**src/rtl/seq_divider_radix2.sv**
```systemverilog
// Sequential radix-2 restoring divider: one quotient bit per cycle, start/busy/valid handshake
// and STAGE output register stages. Define SEQ_DIVIDER_DBZ_FLAG_EN to add the div_by_zero port.
module seq_divider_radix2 #(
   parameter int WIDTH_N = 32,
   parameter int WIDTH_D = 16,
   parameter int SIGNED  = 0,
   parameter int STAGE   = 0
) (
   input  logic               clk,
   input  logic               rst_n,
   input  logic               start,
   input  logic [WIDTH_N-1:0] dividend,
   input  logic [WIDTH_D-1:0] divisor,
   output logic               busy,
   output logic               valid,
   output logic [WIDTH_N-1:0] quotient,
   output logic [WIDTH_D-1:0] remainder
`ifdef SEQ_DIVIDER_DBZ_FLAG_EN
   ,
   output logic               div_by_zero
`endif
);

   localparam int CW = $clog2(WIDTH_N + 1);

   typedef enum logic [1:0] {IDLE = 2'd0, CALC = 2'd1, FIX = 2'd2} state_t;

   state_t             state_q, state_d;
   logic [CW-1:0]      cnt_q, cnt_d;
   logic [WIDTH_D-1:0] prem_q, prem_d;
   logic [WIDTH_N-1:0] quo_q, quo_d;
   logic [WIDTH_D-1:0] dvs_q, dvs_d;
   logic [WIDTH_D-1:0] dvd_lo_q, dvd_lo_d;
   logic               neg_quo_q, neg_quo_d;
   logic               neg_rem_q, neg_rem_d;
   logic               dbz_q, dbz_d;
   logic               busy_q, busy_d;
   logic               res_vld_q, res_vld_d;
   logic [WIDTH_N-1:0] res_quo_q, res_quo_d;
   logic [WIDTH_D-1:0] res_rem_q, res_rem_d;
`ifdef SEQ_DIVIDER_DBZ_FLAG_EN
   logic               res_dbz_q, res_dbz_d;
`endif

   logic               dvd_neg_s, dvs_neg_s;
   logic [WIDTH_N-1:0] dvd_abs_s;
   logic [WIDTH_D-1:0] dvs_abs_s;
   logic [WIDTH_D:0]   shift_s, trial_s;

   // Operand magnitudes and the trial subtraction of the current step
   always_comb begin
      dvd_neg_s = (SIGNED != 0) && dividend[WIDTH_N-1];
      dvs_neg_s = (SIGNED != 0) && divisor[WIDTH_D-1];
      dvd_abs_s = dvd_neg_s ? -dividend : dividend;
      dvs_abs_s = dvs_neg_s ? -divisor : divisor;
      shift_s   = {prem_q, quo_q[WIDTH_N-1]};
      trial_s   = shift_s - {1'b0, dvs_q};
   end

   // Next-state and datapath updates
   always_comb begin
      state_d   = state_q;
      cnt_d     = cnt_q;
      prem_d    = prem_q;
      quo_d     = quo_q;
      dvs_d     = dvs_q;
      dvd_lo_d  = dvd_lo_q;
      neg_quo_d = neg_quo_q;
      neg_rem_d = neg_rem_q;
      dbz_d     = dbz_q;
      busy_d    = busy_q;
      res_vld_d = 1'b0;
      res_quo_d = res_quo_q;
      res_rem_d = res_rem_q;
`ifdef SEQ_DIVIDER_DBZ_FLAG_EN
      res_dbz_d = res_dbz_q;
`endif
      case (state_q)
         IDLE: begin
            if (start) begin
               quo_d     = dvd_abs_s;
               dvs_d     = dvs_abs_s;
               dvd_lo_d  = dividend[WIDTH_D-1:0];
               neg_quo_d = dvd_neg_s ^ dvs_neg_s;
               neg_rem_d = dvd_neg_s;
               dbz_d     = (divisor == '0);
               cnt_d     = CW'(WIDTH_N);
               prem_d    = '0;
               busy_d    = 1'b1;
               state_d   = CALC;
            end else begin
               state_d   = IDLE;
            end
         end
         CALC: begin
            // A zero divisor still walks the counter so latency matches; FIX overrides the result
            prem_d = trial_s[WIDTH_D] ? shift_s[WIDTH_D-1:0] : trial_s[WIDTH_D-1:0];
            quo_d  = {quo_q[WIDTH_N-2:0], ~trial_s[WIDTH_D]};
            cnt_d  = cnt_q - CW'(1);
            if (cnt_q == CW'(1)) begin
               state_d = FIX;
            end else begin
               state_d = CALC;
            end
         end
         FIX: begin
            if (dbz_q) begin
               res_quo_d = '1;
               res_rem_d = dvd_lo_q;
            end else begin
               res_quo_d = neg_quo_q ? -quo_q : quo_q;
               res_rem_d = neg_rem_q ? -prem_q : prem_q;
            end
`ifdef SEQ_DIVIDER_DBZ_FLAG_EN
            res_dbz_d = dbz_q;
`endif
            res_vld_d = 1'b1;
            busy_d    = 1'b0;
            state_d   = IDLE;
         end
         default: begin
            busy_d  = 1'b0;
            state_d = IDLE;
         end
      endcase
   end

   // Core state and result register
   always_ff @(posedge clk or negedge rst_n) begin
      if (!rst_n) begin
         state_q   <= IDLE;
         cnt_q     <= '0;
         prem_q    <= '0;
         quo_q     <= '0;
         dvs_q     <= '0;
         dvd_lo_q  <= '0;
         neg_quo_q <= 1'b0;
         neg_rem_q <= 1'b0;
         dbz_q     <= 1'b0;
         busy_q    <= 1'b0;
         res_vld_q <= 1'b0;
         res_quo_q <= '0;
         res_rem_q <= '0;
`ifdef SEQ_DIVIDER_DBZ_FLAG_EN
         res_dbz_q <= 1'b0;
`endif
      end else begin
         state_q   <= state_d;
         cnt_q     <= cnt_d;
         prem_q    <= prem_d;
         quo_q     <= quo_d;
         dvs_q     <= dvs_d;
         dvd_lo_q  <= dvd_lo_d;
         neg_quo_q <= neg_quo_d;
         neg_rem_q <= neg_rem_d;
         dbz_q     <= dbz_d;
         busy_q    <= busy_d;
         res_vld_q <= res_vld_d;
         res_quo_q <= res_quo_d;
         res_rem_q <= res_rem_d;
`ifdef SEQ_DIVIDER_DBZ_FLAG_EN
         res_dbz_q <= res_dbz_d;
`endif
      end
   end

   assign busy = busy_q;

   generate
      if (STAGE == 0) begin : g_nopipe
         assign valid     = res_vld_q;
         assign quotient  = res_quo_q;
         assign remainder = res_rem_q;
`ifdef SEQ_DIVIDER_DBZ_FLAG_EN
         assign div_by_zero = res_dbz_q;
`endif
      end else begin : g_pipe
         // Stages shift every cycle; the held result register keeps the output stable between pulses
         logic               pv_q [STAGE], pv_d [STAGE];
         logic [WIDTH_N-1:0] pq_q [STAGE], pq_d [STAGE];
         logic [WIDTH_D-1:0] pr_q [STAGE], pr_d [STAGE];
`ifdef SEQ_DIVIDER_DBZ_FLAG_EN
         logic               pz_q [STAGE], pz_d [STAGE];
`endif

         // Shift network feeding the output stages
         always_comb begin
            pv_d[0] = res_vld_q;
            pq_d[0] = res_quo_q;
            pr_d[0] = res_rem_q;
`ifdef SEQ_DIVIDER_DBZ_FLAG_EN
            pz_d[0] = res_dbz_q;
`endif
            for (int i = 1; i < STAGE; i++) begin
               pv_d[i] = pv_q[i-1];
               pq_d[i] = pq_q[i-1];
               pr_d[i] = pr_q[i-1];
`ifdef SEQ_DIVIDER_DBZ_FLAG_EN
               pz_d[i] = pz_q[i-1];
`endif
            end
         end

         // Output stage registers
         always_ff @(posedge clk or negedge rst_n) begin
            if (!rst_n) begin
               for (int i = 0; i < STAGE; i++) begin
                  pv_q[i] <= 1'b0;
                  pq_q[i] <= '0;
                  pr_q[i] <= '0;
`ifdef SEQ_DIVIDER_DBZ_FLAG_EN
                  pz_q[i] <= 1'b0;
`endif
               end
            end else begin
               for (int i = 0; i < STAGE; i++) begin
                  pv_q[i] <= pv_d[i];
                  pq_q[i] <= pq_d[i];
                  pr_q[i] <= pr_d[i];
`ifdef SEQ_DIVIDER_DBZ_FLAG_EN
                  pz_q[i] <= pz_d[i];
`endif
               end
            end
         end

         assign valid     = pv_q[STAGE-1];
         assign quotient  = pq_q[STAGE-1];
         assign remainder = pr_q[STAGE-1];
`ifdef SEQ_DIVIDER_DBZ_FLAG_EN
         assign div_by_zero = pz_q[STAGE-1];
`endif
      end
   endgenerate

endmodule

```
**config.mk**
```make
export PLATFORM = sky130hd
export DESIGN_NAME = seq_divider_radix2
export DESIGN_NICKNAME = d
export VERILOG_FILES = /design/src/rtl/seq_divider_radix2.sv
export SDC_FILE = /design/constraint.sdc
export NUM_CORES = 1
export LEC_CHECK = 0
export ABC_AREA = 1
export CAP_MARGIN = 20
export CELL_PAD_IN_SITES_DETAIL_PLACEMENT = 0
export CELL_PAD_IN_SITES_GLOBAL_PLACEMENT = 1
export CORE_ASPECT_RATIO = 1.25
export CORE_MARGIN = 2
export CORE_UTILIZATION = 47
export CTS_CLUSTER_DIAMETER = 80
export DETAILED_ROUTE_END_ITERATION = 7
export DONT_BUFFER_PORTS = 1
export PLACE_DENSITY_LB_ADDON = 0.1
export SLEW_MARGIN = 25
export SYNTH_ARGS = -nofsm -noshare
export SYNTH_HDL_FRONTEND = slang
export SYNTH_SLANG_ARGS = --single-unit
export TNS_END_PERCENT = 1
```
**constraint.sdc**
```tcl
create_clock -name clk -period 2.6 [get_ports clk]
set_input_delay 0.26 -clock clk [delete_from_list [all_inputs] [get_ports clk]]
set_output_delay 0.26 -clock clk [all_outputs]
set_load 0.05 [all_outputs]
```
Word-level counts from Yosys, hierarchy flattened
Index checks and enable logic that the tools add are counted.

storage, ports and cells
  bits in registers = 139
  bits in latches = 0
  bits in writable memories = 0
  memory bits (read-only) = 0
  word-level logic and storage cells = 40
  memories kept = 0

cells by class
  $add $sub $neg = 2
  multiply operators = 0
  divide/modulo/power cells = 0
  $lt $le $gt $ge = 0
  equality and inequality tests = 4
  shifts and indexed selects = 0
  muxes and demuxes = 15
  bitwise logic cells = 2
  reductions and logical operators = 6

operators by type and width
  kind                                                                number
  32-bit 2-to-1 mux                                                   2
  32-bit case mux with 2 select lines                                 1
  16-bit 2-to-1 mux                                                   3
  16-bit case mux with 2 select lines                                 1
  17-bit by 16-bit subtractor with 17-bit output                      1
  16-bit zero test                                                    1
  6-bit case mux with 2 select lines                                  1
  6-bit by 1-bit == test with 1-bit output, second input constant     1
  6-bit 2-to-1 mux                                                    1
  2-bit AND reduction                                                 3
  6-bit by 1-bit subtractor with 6-bit output, second input constant  1
  2-bit case mux with 2 select lines                                  1
  1-bit 2-to-1 mux                                                    3
  2-bit by 1-bit == test with 1-bit output, second input constant     1
  2-bit == test, second input constant                                1
  2-bit zero test                                                     1
  2-bit 2-to-1 mux                                                    1
  2-bit inequality test, second input constant                        1
  1-bit inverter                                                      2
  1-bit case mux with 2 select lines                                  1
  2-bit nonzero test                                                  1

Longest topological paths before layout
  depth in word-level cells = 3
  gate-level depth with buffers = 16
  gate-level depth less buffers = 16

Worst setup path before layout
No wires, ideal clock.

  kind = register -> register
  start point = reg quo_q[31]
  end point = reg prem_q[3]
  setup time = 0.117 ns
  arrival time = 1.879 ns
  slack = 0.603 ns
  cell stages (with the launch flop) = 16
  clock period less this slack = 1.997 ns
  cell sequence = dfrtp_1 inv_1 ha_1 inv_1 fa_1 nand2_1 nand2_2 nand3_2 nand2_2 nand2_2 nand3_1 nand2_4 buf_6 nand2_1 nand3_1 nand2_1

on the way
  word-level cells in the longest chain between the ends = 3

RTL lines
  item                                            line  RTL
  from (decl)                                     31    logic [WIDTH_N-1:0] quo_q, quo_d;
  from (signal assigned)                          151   quo_q <= quo_d;
  17-bit by 16-bit subtractor with 17-bit output  57    trial_s = shift_s - {1'b0, dvs_q};
  16-bit 2-to-1 mux                               97    prem_d = trial_s[WIDTH_D] ? shift_s[WIDTH_D-1:0] : trial_s[WIDTH_D-1:0];
  16-bit case mux with 2 select lines             78    case (state_q)
  to (signal assigned)                            150   prem_q <= prem_d;
  to (decl)                                       30    logic [WIDTH_D-1:0] prem_q, prem_d;

Every way passes these cells.
A chain may end at the register's enable or synchronous reset.

Final worst setup path
  start point = reg quo_q[31]
  end point = reg prem_q[11]

The elaborated chain is that of the path after synthesis.

==> impl_metrics.py <==
metrics = {
    "run_status": {
        "status": "finished, violations left",
        "violations": "negative hold slack",
    },
    "setup_path": {
        "worstPathRequired_ns": 2.90,
        "worst_setup_path_end_kind": "flip-flop",
        "crit_type": "reg2reg",
        "cp.arrival_ns": 2.50,
        "crit_path_start_kind": "flip-flop",
        "critPathMaxFanout": 17,
    },
    "synth": {
        "ys_async_sr_fraction_pct": 100,
        "netlist_instances": 859,
        "synth_cell_types": 38,
        "synth-edff-count": 0,
        "synth_common_cells": "nand2_1, dfrtp_1, inv_1",
        "synth.top_cell.area_share_pct": 50.8,
        "ys_seq_area_share_pct": 50.8,
        "syn_nets": 929,
        "synthFlopType": "dfrtp_1",
        "synth_area_leaders": "dfrtp_1, nand2_1, inv_1, nor2_1, a31oi_1",
        "ys_ff_latch": 139,
        "synth_area_leader_cell": "dfrtp_1",
        "synth.cell_area_mm2": 0.00684,
        "yosys_warnings": 0,
        "yosysMostFrequentCell": "nand2_1",
        "syn_avg_cell_area_um2": 7.97,
    },
    "flow_run": {
        "drv_cap": 0,
    },
    "clock_network": {
        "h-tree-depth": 4,
        "clock_latency_ns": 0.42,
        "cts_made_buffers": 17,
        "post_cts_resized": 0,
        "hold_buffers": 27,
        "root_buffer": "clkbuf_16",
        "tritoncts": "yes",
        "clkTransAtPathRegs_ns": 0.06,
        "numClockSinks": 139,
        "clk_path_buf_depth": 2,
        "cts_setup_buffers": 0,
    },
    "floorplan": {
        "core.rowCount": 49,
        "dieArea_mm2": 0.0155,
        "die_w_um": 112,
        "ioPinCount": 101,
        "die_h_um": 139,
        "start_util_pct": 47.9,
        "coreArea_mm2": 0.0143,
    },
    "layout": {
        "syn_to_final_growth_pct": 14.3,
        "nets": 946,
        "final_cells": 1067,
        "drive_above_1_share_pct": 6.97,
        "n_antenna_cell": 0,
    },
    "timing": {
        "timing.final.crit_share_pct": 84.4,
        "hold_slack_ns": -0.458,
        "setup_ws_ns": 0.405,
        "grt_setup_unrepaired": "false",
        "final.setup_skew_ns": 0.0109,
        "setup_viol": 0,
        "timing.slew.headroom_pct": 53.6,
        "fin_crit_ns": 2.19,
        "finalHoldViolCount": 139,
        "setup_tns_ns": 0,
        "worstMarginPinSlew_ns": 0.695,
        "slew_violations": 0,
        "fmax_mhz": 456,
    },
    "route": {
        "remaining_drc_errors": 0,
        "via_per_inst": 5.22,
        "wl_per_cell_um": 15.5,
        "wl_um": 16600,
        "initialDrtViolationCount": 380,
        "firstDrtPassIters": 4,
        "ant_nets": 0,
        "routed-via-count": 5565,
    },
    "global_route": {
        "grt_max_degree": 140,
        "grt_pass1_vias": 5596,
        "antenna_found_initial": 0,
        "grt_pass1_wl_um": 27900,
        "grt_overflow": 0,
        "grt_usage_pct": 22.3,
    },
    "place": {
        "dpl.hpwl_um": 11400,
        "placed_cells": 1008,
        "port-buffer-count": 0,
        "place_ws_ns": 0.401,
        "gp_congestion": 0.806,
    },
    "power": {
        "p_leak_nw": 3.93,
        "power_density_mw_per_mm2": 1470,
        "peakVddDrop_uv": 848,
        "p_total_mw": 11.5,
    },
    "min_path": {
        "hp-class": "in2async",
    },
}
==> critical path, cell delays in order (launching register included) <==
cell	delay, ns
dfrtp_1	0.35
inv_1	0.12
ha_1	0.18
inv_1	0.07
fa_1	0.40
nand2_1	0.09
nand2_2	0.07
nand3_2	0.08
nand2_2	0.08
nand2_2	0.09
nand3_1	0.12
nand2_4	0.22
nand2_1	0.08
nand3_1	0.09
nand2_1	0.05
==> metal layers <==
layer	up-vias	share of wire [%]	wire length (µm)	GRT usage, %
li1	2755	-	-	-
met1	2688	44	7350	28.3
met2	109	50	8270	37.8
met3	13	4.1	679	4.94
met4	0	1.6	273	7.54
met5	-	0	0	0
==> path summary, 6_finish.rpt <==
| check | startpoint | depth (start not counted) | endpoint | slack, ns |
|---|---|---|---|---|
| max in group asynchronous | rst_n | 0 | prem_q[8] | 2.81 |
| min reg2reg | dvd_lo_q[0] | 2 | dvd_lo_q[0] | 0.48 |
| min in group clk | dividend[28] | 2 | quo_q[28] | 0 |
| min | rst_n | 0 | quo_q[26] | -0.46 |
| max | quo_q[31] | 14 | prem_q[11] | 0.41 |
| max reg2reg | quo_q[31] | 14 | prem_q[11] | 0.41 |
==> layout make-up <==
type	count	area [µm²]
repair buffers	34	335
multi-input cells	571	2780
flip-flops and latches	139	3480
well taps	178	223
clock buffers	24	502
inverters	113	424
clock inverters	8	82.6
fillers	1368	6460
==> flip-flops by register name, summed over array words and instances, names as in the netlist <==
name       cells
valid          1
dvd_lo_q      16
quo_q         32
prem_q        16
busy           1
dbz_q          1
cnt_q          6
remainder     16
dvs_q         16
state_q        2
quotient      32
==> logic make-up after synthesis <==
group | Yosys count | synth area share [%]
xor gates and xnor gates | 7 | 0.896
buffers and inverters | 149 | 8.67
adders and majority gates | 19 | 3.58
and+or+nand+nor | 427 | 25.4
DFF | 139 | 50.8
AOI/OAI and AO/OA | 117 | 10.5
muxes | 1 | 0.146
==> cells in the final DEF, fill, tap and decap left out, types with 4 or more instances in the layout <==
cell,instances
nand2_2,8
xnor2_1,6
clkbuf_8,5
o21ai_1,6
clkbuf_16,17
ha_1,18
inv_1,107
dlygate4sd3_1,27
o21ai_0,25
nand4_1,5
dfrtp_1,139
inv_2,6
o221ai_1,6
nand3_1,30
a31oi_1,37
o211ai_1,5
a21oi_1,21
nor2_1,75
a22oi_1,13
nand3b_1,4
nand2_1,291
buf_4,6
==> where the power goes <==
group | switching (mW) | leakage [nW] | internal (mW)
combinational | 3.35 | 2.03 | 1.93
clock | 0.897 | 0.287 | 1.45
sequential | 0.911 | 1.61 | 2.98
total | 5.16 | 3.93 | 6.36
==> stage by stage <==
stage,util (%),area [µm²]
2_1_floorplan,-,6840
3_3_place_gp,48.8,6970
3_5_place_dp,48.8,6970
4_1_cts,54.8,7820
5_1_grt,54.8,7820
6_report,54.8,7820
No activity file was read; power rests on OpenSTA's default activity.
==> RTL change 1, RTL diff (same settings) <==
Register the output `quotient`, cleared by the reset; this adds one clock of latency there. The other outputs are not delayed to match. Comments in the files are not updated.
--- a/src/rtl/seq_divider_radix2.sv
+++ b/src/rtl/seq_divider_radix2.sv
@@ -26,4 +26,6 @@
    typedef enum logic [1:0] {IDLE = 2'd0, CALC = 2'd1, FIX = 2'd2} state_t;
 
+   logic [WIDTH_N-1:0] quotient_d;
+
    state_t             state_q, state_d;
    logic [CW-1:0]      cnt_q, cnt_d;
@@ -170,5 +172,5 @@
       if (STAGE == 0) begin : g_nopipe
          assign valid     = res_vld_q;
-         assign quotient  = res_quo_q;
+         assign quotient_d = res_quo_q;
          assign remainder = res_rem_q;
 `ifdef SEQ_DIVIDER_DBZ_FLAG_EN
@@ -226,5 +228,5 @@
 
          assign valid     = pv_q[STAGE-1];
-         assign quotient  = pq_q[STAGE-1];
+         assign quotient_d = pq_q[STAGE-1];
          assign remainder = pr_q[STAGE-1];
 `ifdef SEQ_DIVIDER_DBZ_FLAG_EN
@@ -234,4 +236,12 @@
    endgenerate
 
+   always_ff @(posedge clk or negedge rst_n) begin
+      if (!rst_n) begin
+         quotient <= '0;
+      end else begin
+         quotient <= quotient_d;
+      end
+   end
+
 endmodule
 
Function: no difference found for any inputs over 10 cycles, from zero or initial values and one cycle with rst_n low; that may be too few to reach the edited logic, so the function may still have changed.
==> RTL change 1 against the original RTL <==
Setup slack gained 12 ps. Sequential share of layout area grew 4.8 points. The run still ends with negative hold slack left. Total power grew 6.8%. Die area grew 12%. Largest power group unchanged. Global-route usage shrank 0.70 points. Routed wire length grew 6.9%. Highest routed layer unchanged. Sequential power grew 15%. Non-clock buffer count is the same. Critical endpoint is now prem_q[2]. Sequential cell count grew 32. Synthesized area grew 12%. Combinational power is essentially flat. Final area grew 11%.
==> RTL change 1: results (changes against the original RTL) <==
status = complete, but fails checks (unchanged)
failing checks = negative hold slack (unchanged)
First DRT Iteration DRCs = 362 (was 380)
via count = 5759 (was 5565)
Final period util = 0.8395 (was 0.8440)
drt total wl = 17.71 mm (was 16.57 mm)
WHS = -475.6 ps (was -458.4 ps)
first-pass GRT wire length = 29.68 mm (was 27.89 mm)
Seq area share = 0.4927 (was 0.4446)
HPWL after detailed placement = 12.24 mm (was 11.40 mm)
multi-input gates = 593 (was 571)
sequential-to-total area share from yosys stat = 0.5579 (was 0.5083)
Hold Vio Cnt, Final = 171 (was 139)
Worst VDD drop = 0.6372 mV (was 0.8483 mV)
slew at the pin with the worst max-slew slack = 563.0 ps (was 695.2 ps)
share of cells above drive strength 1 = 0.06688 (was 0.06974)
Clock Skew = 10.93 ps (was 10.91 ps)
GRT Resource Usage Total = 0.2160 (was 0.2230)
# placed instances = 1085 (was 1008)
Synth Instances = 900 (was 859)
Synth area leaders = dfrtp_1, nand2_1, inv_1 (unchanged)
crit path capture = prem_q[2] (was prem_q[11])
multi-input logic area = 2851 um^2 (was 2779 um^2)
clock tree sinks = 171 (was 139)
buffer share of cell area = 0.03861 (was 0.04286)
# Taps = 216 (was 178)
Fillers = 1518 (was 1368)
clk tree area frac = 0.06698 (was 0.07468)
-- RTL change 1: cell families after synthesis --
family                   synth area share
buffers and inverters             0.07227
flip-flops                         0.5579
XOR/XNOR                         0.007994
AO/OA/AOI/OAI                     0.08679
adder cells (fa/ha/maj)           0.03197
multiplexers                     0.001305
AND/OR/NAND/NOR                    0.2418
-- RTL change 1: worst max-delay path: cells and delay by family, from the launching register on --
kind / cells / cell delay (ps)
AND/OR/NAND/NOR: 10 / 980
adder cells (fa/ha/maj): 2 / 550
flip-flops: 1 / 360
buffers and inverters: 2 / 190
-- RTL change 1: where the power goes --
group          total [mW]  internal, mW  leakage, nW  switching (mW)
clock network        2.52          1.43        0.291            1.09
registers            4.47          3.52         1.89           0.953
logic                5.30          1.97         2.04            3.34
total                12.3          6.92         4.22            5.38
-- RTL change 1: per-layer routing --
layer	up-vias	global-route usage
met4	0	0.07169
met5	-	0
met2	113	0.3812
met3	26	0.04503
met1	2752	0.2633
li1	2868	-
==> RTL change 2, RTL diff (same flow settings) <==
Made on the original files. `SIGNED`: 0 -> 1.
--- a/src/rtl/seq_divider_radix2.sv
+++ b/src/rtl/seq_divider_radix2.sv
@@ -4,5 +4,5 @@
    parameter int WIDTH_N = 32,
    parameter int WIDTH_D = 16,
-   parameter int SIGNED  = 0,
+   parameter int SIGNED  = 1,
    parameter int STAGE   = 0
 ) (
Formal check against the unedited RTL: same outputs for any inputs over 10 cycles, from zero or initial values and one cycle with rst_n low; that may be too few to reach the edited logic, so the function may still have changed.
==> RTL change 2 against the original RTL <==
The run still ends with negative hold slack left. Sequential cell count increased by 2. Routed wire length increased by 65%. Total power increased by 23%. First-iteration DRC count increased by 41%. Count of clock-buffer cells in the layout decreased by 6. Setup slack got worse by 87 ps. Final area increased by 31%. Synthesized area increased by 37%. Largest cell class is now multi-input combinational cells.
==> RTL change 2: results (changes against the original RTL) <==
status = complete, but fails checks (unchanged)
failing checks = negative hold slack (unchanged)
Clock Skew = 11.80 ps (was 10.91 ps)
GRT Resource Usage Total = 0.2709 (was 0.2230)
sequential-to-total area share from yosys stat = 0.3764 (was 0.5083)
vias in the first global route = 8502 (was 5596)
maximum clock path buffer count = 2 (unchanged)
synthesized net count = 1420 (was 929)
Critical Path Source = quo_q[31] (unchanged)
n_diodes = 0 (unchanged)
initial antenna violation count = 0 (unchanged)
First DRT Iteration DRCs = 535 (was 380)
Synth area leaders = dfrtp_1, nand2_1, nand3_1 (was dfrtp_1, nand2_1, inv_1)
total iterations of the first detailed-routing run = 5 (was 4)
CTS Buf Count = 17 (unchanged)
Worst path max stage delay = 400 ps (about the same)
PortBufs = 0 (unchanged)
cts hold-fix bufs = 8 (was 27)
detailed-route vias per instance = 5.320 (was 5.216)
WP data arrival = 2600 ps (was 2500 ps)
Pint = 6.948 mW (was 6.359 mW)
Root Driver = clkbuf_16 (unchanged)
HPWL after detailed placement = 20.31 mm (was 11.40 mm)
leakage power = 5.021 nW (was 3.932 nW)
Routed WL per cell = 16.83 um (was 15.53 um)
share of cells above drive strength 1 = 0.06770 (was 0.06974)
reg2reg path depth = 15 (was 14)
Worst-Skew Late Latency = 430 ps
CTS clock-pin slew for the worst setup and hold paths = 60 ps (about the same)
slowest stage cell, crit path = fa_1 (unchanged)
Max-slew headroom = 0.4353 (was 0.5359)
H-tree levels = 4 (unchanged)
largest fanout on the critical path = 8 (was 17)
WHS = -478.4 ps (was -458.4 ps)
count of cell types in the netlist = 43 (was 38)
largest net degree at the start of global routing = 142 (was 140)
# resized after CTS = 0 (unchanged)
first-pass GRT wire length = 44.41 mm (was 27.89 mm)
Post-CTS Setup Repair Bufs = 0 (unchanged)
most instantiated cells after synthesis = nand2_1, inv_1, dfrtp_1 (was nand2_1, dfrtp_1, inv_1)
routability cong. = 0.8908 (was 0.8063)
placed cell areas = 9632 um^2 (was 6969 um^2)
Syn. warnings = 0 (unchanged)
Worst VDD drop = 0.6588 mV (was 0.8483 mV)
Hold Vio Cnt, Final = 141 (was 139)
RTL change 2: cell count changes after synthesis, sizes merged, moves of 19 or more:
cell,unedited run,this run
xor2,1,34
a31oi,37,7
nor2,78,143
nand3,31,141
a21oi,23,42
o21ai,31,103
inv,113,183
nand2,301,381
RTL change 2: cell type report:
cell class	instances	area, um^2
multi-input combinational	980	4962
inverter	184	691.9
timing repair buffer	22	197.7
clock buffer	18	439.2
sequential	141	3528
clock inverter	14	130.1
tap	265	331.6
fill	2027	9189
RTL change 2: final timing paths:
| kind | slack (ps) | endpoint |
|---|---|---|
| max | 320 | prem_q[10] |
| min | -480 | dvs_q[11] |
| max reg2reg | 320 | prem_q[10] |
| min reg2reg | 480 | dvd_lo_q[6] |
| max in group asynchronous | 2830 | quotient[15] |
| min in group clk | 10 | quo_q[25] |
RTL change 2: cells by family after synthesis:
family          Yosys count  share of synthesized area
compound gates          207                     0.1256
xor+xnor                 39                    0.03644
fa+ha+maj                23                    0.03150
buf+inv                 225                    0.09610
flops                   141                     0.3764
mux                       2                   0.002136
simple gates            709                     0.3318
RTL change 2: per-stage QoR:
| stage | std cells | worst slack, ps | hold slack (ps) |
|---|---|---|---|
| 2_1_floorplan | 1346 | 565.5 | -35.59 |
| 3_3_place_gp | 1584 | 403.0 | -28.82 |
| 3_5_place_dp | 1584 | 345.9 | -29.20 |
| 4_1_cts | 1624 | 332.5 | -485.9 |
| 5_1_grt | 1624 | 58.98 | -497.1 |
| 6_report | 1624 | 318.5 | -478.4 |
RTL change 2: metal layers:
| layer | vias up | wire [um] | GRT usage |
|---|---|---|---|
| met3 | 54 | 1183 | 0.04875 |
| met2 | 211 | 14080 | 0.4772 |
| met5 | - | 0 | 0 |
| li1 | 4347 | - | - |
| met1 | 4028 | 11240 | 0.3275 |
| met4 | 0 | 835 | 0.1007 |
RTL change 2: power by group through the flow:
stage | clock [mW] | combinational (mW) | sequential [mW]
6_report | 2.37 | 7.09 | 4.75
5_1_grt | 2.50 | 8.14 | 4.87
4_1_cts | 2.41 | 7.12 | 4.74
3_5_place_dp | 0 | 7.06 | 4.77
3_3_place_gp | 0 | 6.98 | 4.76
2_1_floorplan | 0 | 5.72 | 4.34
